[config.mk]
export PLATFORM = sky130hd
export DESIGN_NAME = datapath_sequencer
export DESIGN_NICKNAME = d
export VERILOG_FILES = /design/src/rtl/datapath_sequencer.sv
export SDC_FILE = /design/constraint.sdc
export NUM_CORES = 1
export LEC_CHECK = 0
export ABC_CLOCK_PERIOD_IN_PS = 1900
export BUFFER_PORTS_ARGS = -buffer_cell sky130_fd_sc_hd__buf_2
export CORE_UTILIZATION = 48
export CTS_CLUSTER_SIZE = 8
export DETAILED_ROUTE_END_ITERATION = 7
export PLACE_DENSITY = 0.76
export SLEW_MARGIN = 5
export SYNTH_ARGS = -nofsm -noshare
export SYNTH_HDL_FRONTEND = slang
export SYNTH_SLANG_ARGS = --single-unit
[constraint.sdc]
create_clock -name CLK -period 1.9 [get_ports CLK]
set_input_delay 0 -clock CLK [delete_from_list [all_inputs] [get_ports CLK]]
set_output_delay 0 -clock CLK [all_outputs]
set_load 0.05 [all_outputs]
[src/rtl/datapath_sequencer.sv]
// Instruction sequencer for a two-ALU register-file datapath.
// Accepts one instruction at a time in IDLE and drives registered control outputs.
module datapath_sequencer #(
    parameter int unsigned CNT_W = 8
) (
    input  logic             CLK,
    input  logic             RST,
    input  logic             instr_valid,
    output logic             instr_ready,
    input  logic [19:0]      instr_in,
    output logic             IE,
    output logic [3:0]       WAA,
    output logic [3:0]       WAB,
    output logic [3:0]       RAA,
    output logic [3:0]       RAB,
    output logic             WEA,
    output logic             WEB,
    output logic             REA,
    output logic             REB,
    output logic [3:0]       S_ALU1,
    output logic [3:0]       S_ALU2,
    output logic             OE,
    output logic             done,
    output logic             err,
    output logic [CNT_W-1:0] retired
);

    localparam int unsigned INSTR_W = 20;
    localparam int unsigned FLD_W   = 4;

    localparam logic [FLD_W-1:0] OP_NOP  = 4'd0;
    localparam logic [FLD_W-1:0] OP_LOAD = 4'd1;
    localparam logic [FLD_W-1:0] OP_ALU1 = 4'd2;
    localparam logic [FLD_W-1:0] OP_ALU2 = 4'd3;
    localparam logic [FLD_W-1:0] OP_OUT  = 4'd4;

    typedef enum logic [2:0] {
        IDLE  = 3'd0,
        READ  = 3'd1,
        EXEC  = 3'd2,
        WRITE = 3'd3,
        DONE  = 3'd4
    } state_t;

    state_t               state_q, state_d;
    logic [INSTR_W-1:0]   instr_q, instr_d;
    logic                 instr_ready_q, instr_ready_d;
    logic                 ie_q, ie_d;
    logic [FLD_W-1:0]     waa_q, waa_d;
    logic [FLD_W-1:0]     wab_q, wab_d;
    logic [FLD_W-1:0]     raa_q, raa_d;
    logic [FLD_W-1:0]     rab_q, rab_d;
    logic                 wea_q, wea_d;
    logic                 web_q, web_d;
    logic                 rea_q, rea_d;
    logic                 reb_q, reb_d;
    logic [FLD_W-1:0]     s_alu1_q, s_alu1_d;
    logic [FLD_W-1:0]     s_alu2_q, s_alu2_d;
    logic                 oe_q, oe_d;
    logic                 done_q, done_d;
    logic                 err_q, err_d;
    logic [CNT_W-1:0]     retired_q, retired_d;

    logic                 hs;
    logic [FLD_W-1:0]     op, func, rd, rs1, rs2;

    // State and registered outputs; reset has priority over any handshake
    always_ff @(posedge CLK) begin
        if (RST) begin
            state_q       <= IDLE;
            instr_q       <= '0;
            instr_ready_q <= 1'b0;
            ie_q          <= 1'b0;
            waa_q         <= '0;
            wab_q         <= '0;
            raa_q         <= '0;
            rab_q         <= '0;
            wea_q         <= 1'b0;
            web_q         <= 1'b0;
            rea_q         <= 1'b0;
            reb_q         <= 1'b0;
            s_alu1_q      <= '0;
            s_alu2_q      <= '0;
            oe_q          <= 1'b0;
            done_q        <= 1'b0;
            err_q         <= 1'b0;
            retired_q     <= '0;
        end else begin
            state_q       <= state_d;
            instr_q       <= instr_d;
            instr_ready_q <= instr_ready_d;
            ie_q          <= ie_d;
            waa_q         <= waa_d;
            wab_q         <= wab_d;
            raa_q         <= raa_d;
            rab_q         <= rab_d;
            wea_q         <= wea_d;
            web_q         <= web_d;
            rea_q         <= rea_d;
            reb_q         <= reb_d;
            s_alu1_q      <= s_alu1_d;
            s_alu2_q      <= s_alu2_d;
            oe_q          <= oe_d;
            done_q        <= done_d;
            err_q         <= err_d;
            retired_q     <= retired_d;
        end
    end

    // Next state, then outputs decoded from the state being entered
    always_comb begin
        state_d       = state_q;
        instr_d       = instr_q;
        instr_ready_d = 1'b0;
        ie_d          = 1'b0;
        waa_d         = waa_q;
        wab_d         = wab_q;
        raa_d         = raa_q;
        rab_d         = rab_q;
        wea_d         = 1'b0;
        web_d         = 1'b0;
        rea_d         = 1'b0;
        reb_d         = 1'b0;
        s_alu1_d      = s_alu1_q;
        s_alu2_d      = s_alu2_q;
        oe_d          = 1'b0;
        done_d        = 1'b0;
        err_d         = err_q;
        retired_d     = retired_q;

        hs = instr_ready_q & instr_valid;
        if (hs) begin
            instr_d = instr_in;
        end
        op   = instr_d[19:16];
        func = instr_d[15:12];
        rd   = instr_d[11:8];
        rs1  = instr_d[7:4];
        rs2  = instr_d[3:0];

        unique case (state_q)
            IDLE: begin
                if (hs) begin
                    unique case (op)
                        OP_NOP:                  state_d = DONE;
                        OP_LOAD:                 state_d = WRITE;
                        OP_ALU1, OP_ALU2, OP_OUT: state_d = READ;
                        default: begin
                            state_d = DONE;
                            err_d   = 1'b1;
                        end
                    endcase
                end
            end
            READ:    state_d = EXEC;
            EXEC:    state_d = WRITE;
            WRITE:   state_d = DONE;
            DONE:    state_d = IDLE;
            default: state_d = IDLE;
        endcase

        unique case (state_d)
            IDLE: instr_ready_d = 1'b1;
            READ: begin
                rea_d = 1'b1;
                reb_d = 1'b1;
                raa_d = rs1;
                rab_d = rs2;
                if (op == OP_ALU1) begin
                    s_alu1_d = func;
                end
                if (op == OP_ALU2) begin
                    s_alu2_d = func;
                end
            end
            EXEC: begin
                rea_d = 1'b1;
                reb_d = 1'b1;
            end
            WRITE: begin
                unique case (op)
                    OP_LOAD: begin
                        ie_d  = 1'b1;
                        wab_d = rd;
                        web_d = 1'b1;
                    end
                    OP_ALU1: begin
                        waa_d = rd;
                        wea_d = 1'b1;
                        rea_d = 1'b1;
                        reb_d = 1'b1;
                    end
                    OP_ALU2: begin
                        wab_d = rd;
                        web_d = 1'b1;
                        rea_d = 1'b1;
                        reb_d = 1'b1;
                    end
                    OP_OUT:  oe_d = 1'b1;
                    default: ;
                endcase
            end
            DONE: begin
                done_d    = 1'b1;
                retired_d = retired_q + CNT_W'(1);
            end
            default: ;
        endcase
    end

    assign instr_ready = instr_ready_q;
    assign IE          = ie_q;
    assign WAA         = waa_q;
    assign WAB         = wab_q;
    assign RAA         = raa_q;
    assign RAB         = rab_q;
    assign WEA         = wea_q;
    assign WEB         = web_q;
    assign REA         = rea_q;
    assign REB         = reb_q;
    assign S_ALU1      = s_alu1_q;
    assign S_ALU2      = s_alu2_q;
    assign OE          = oe_q;
    assign done        = done_q;
    assign err         = err_q;
    assign retired     = retired_q;

endmodule

==> flow_summary.ini <==
[drt]
dr.first_iter.drc_count = 129
wl_met2_um = 3540
top_layer = met4
wl_met1_um = 2940
ant_nets = 0
dr_wl_met3_um = 326
routedWlPerCell_um = 14.6
drcViolationCount = 0
vias = 2506
drt_wl_total_um = 6960
via_per_inst = 5.26
firstDrtPassIters = 5

[sta]
finalMaxSlewViolations = 0
fin_crit_sh_pct = 107
setup_viol = 26
post-route-min-period_ns = 2.04
hold_viol = 0
rsz0062_at_grt = true
setup_ws_ns = -0.135
hold_ws_ns = 0.0732
relSlewSlack_pct = 71.0
skew_ns = 0.00674
max_freq_mhz = 491
worst_slew_pin_slew_ns = 0.434

[power_and_ir_drop]
clkPwrFrac_pct = 35.3
switching_share_pct = 29.0
ir_worst_vdd_uv = 659
p_sw_uw = 1000
seq_power_share_pct = 41.7
internal_power_uw = 2450
power_uw = 3450
combPwrFrac_pct = 22.9
p_leak_uw = 0.00173
power_density_nw_per_um2 = 889

[final_layout]
num_antenna_cells = 0
regArea_sq_um = 1260
drive_gt1_share_pct = 37.4
n_fill_cell = 395
multi_input_area_sq_um = 1550
stdcell_count = 476
area_delta_synth_final_pct = 45.4
finalInstanceArea_sq_um = 3880
final_nets = 425

[outcome]
status = finished, violations left
violations = negative setup slack

[synthesis]
synth_most_common_cell = dfxtp_1
synthTopCellsByArea = dfxtp_1 47%, nor2_1 5.2%, mux2_1 4.6%, mux2i_1 4.5%, nand2_1 4.1%
syn_area_sq_um = 2670
ys_ff_latch = 63
synth-seq-area-share_pct = 47.2
synthCells = 291
synth_common_cells = 63 x dfxtp_1, 37 x nor2_1, 29 x nand2_1
synth_cell_type_count = 45
synth_ff_type = dfxtp_1
yosysTopAreaCellShare_pct = 47.2
synth.avg_cell_area_sq_um = 9.18
synth-edff-count = 0
synth_async_sr_flop_share_pct = 0
synth_nets = 315
yosys.area.top_type = dfxtp_1
ys_warn_count = 0

[global_routing]
grtUsageTotal_pct = 23.0
grt_max_degree = 28
grt_pass1_vias = 2336
grt_remaining_overflow = 0
grt_pass1_wl_um = 10600
antenna_found_initial = 0

[placed_design]
globalplace.congestion = 0.924
hpwl_um = 4380
place_area_sq_um = 3230
dp_cells = 434
port_buffers = 63

[setup_path]
worstPathArrival_ns = 2.26
cp_data_required_time_ns = 2.12
start_kind = flip-flop
crit_type = reg2reg
critPathCaptureType = flip-flop
path_max_fanout = 5
rr_worst_depth = 6

[clocking]
tritoncts = yes
cts.htree.levels = 3
cts-buffers-inserted = 9
clockBufferDepth = 2
clk_latency_ns = 0.34
path_clk_slew_ns = 0.07
cts-root-buf = clkbuf_8
cts_sinks = 63

[die]
die_x_um = 76.6
die_area_sq_um = 5870
rows = 26
start_util_pct = 51.0
ios = 64
chipHeight_um = 76.6
core_area_sq_um = 5240

[min_path]
hp-class = in2reg
hold_depth = 2

[run]
cap_viol_max_count = 0
-- logic make-up after synthesis --
| family | Yosys count | share of synthesized area [%] |
|---|---|---|
| simple gates | 135 | 26.2 |
| flops | 63 | 47.2 |
| compound gates | 52 | 14.2 |
| mux | 23 | 9.13 |
| buf+inv | 16 | 2.53 |
| xor+xnor | 1 | 0.328 |
| fa+ha+maj | 1 | 0.468 |
-- cell type report --
cell class	count	share of cell area, %
multi-input cells	212	39.8
clock inverters	4	1.80
well taps	70	2.25
clock buffers	12	3.48
repair buffers	115	20.1
flip-flops and latches	63	32.6
-- routing by layer --
metal  GRT usage, %  vias up
li1               -     1241
met1           27.4     1174
met2           38.9       77
met3           4.67       14
met4           12.3        0
met5              0        -
-- repair_timing --
| action | in CTS | in global routing |
|---|---|---|
| endpoints found under the hold margin | 18 | 0 |
| resized for setup | 8 | 41 |
| gates cloned | 0 | 2 |
| pin swaps | 4 | 10 |
| hold buffers | 18 | 0 |
| buffers inserted | 1 | 5 |
| setup endpoints to repair | 28 | 33 |
-- layout by cell type, fill, tap and decap left out, types with 3 or more instances in the layout --
cell and instances:
a21oi_1 16, nand3_2 3, o21ai_1 8, clkbuf_8 9
mux2_4 5, buf_4 27, dfxtp_1 62, clkbuf_1 3
nand2_1 28, nor2_2 4, dlygate4sd3_1 18, mux2_1 6
nand3_1 12, a211oi_2 6, nand2b_1 11, buf_2 63
nor2_1 32, a211oi_4 4, buf_6 6, mux2i_1 11
nor2b_1 13, nand3b_1 3
-- sequential cells by signal, indices dropped and copies added, names as in the netlist --
signal / count
instr_ready: 1
WAA: 4
WEB: 1
S_ALU2: 4
done: 1
OE: 1
instr_q: 20
RAA: 4
WAB: 4
IE: 1
err: 1
state_q: 3
retired: 8
REB: 1
S_ALU1: 4
RAB: 4
WEA: 1
-- power by group through the flow --
| stage | clock (uW) | sequential [uW] | combinational [uW] |
|---|---|---|---|
| after global placement | 0 | 1460 | 626 |
| after detailed placement | 0 | 1460 | 637 |
| final | 1220 | 1440 | 792 |
| after global routing | 1300 | 1450 | 844 |
| after CTS | 1240 | 1440 | 694 |
| after floorplan | 0 | 1570 | 316 |
-- path summary, 6_finish.rpt --
kind	from	endpoint	slack, ns
setup / recovery	instr_ready	WAA[2]	-0.14
hold reg to reg	WAB[3]	WAB[3]	0.46
hold / removal	RST	state_q[1]	0.07
setup reg to reg	instr_ready	WAA[2]	-0.14
-- per-stage QoR --
step	worst slack [ns]	setup TNS (ns)	utilization, %
after global placement	-0.0730	-0.510	61.7
after floorplan	-0.160	-0.716	-
after global routing	-0.194	-3.22	74.2
after detailed placement	-0.0963	-1.28	61.7
final	-0.135	-1.43	74.2
after CTS	-0.0976	-1.25	69.9
-- critical path: stages, from the launching register on --
cell and delay, ns:
dfxtp_4 0.37, and4bb_2 0.28, o221a_4 0.31, buf_6 0.13, o41ai_4 0.30, nand2_2 0.18
mux2_1 0.34
(Power assumes the default switching activity.)
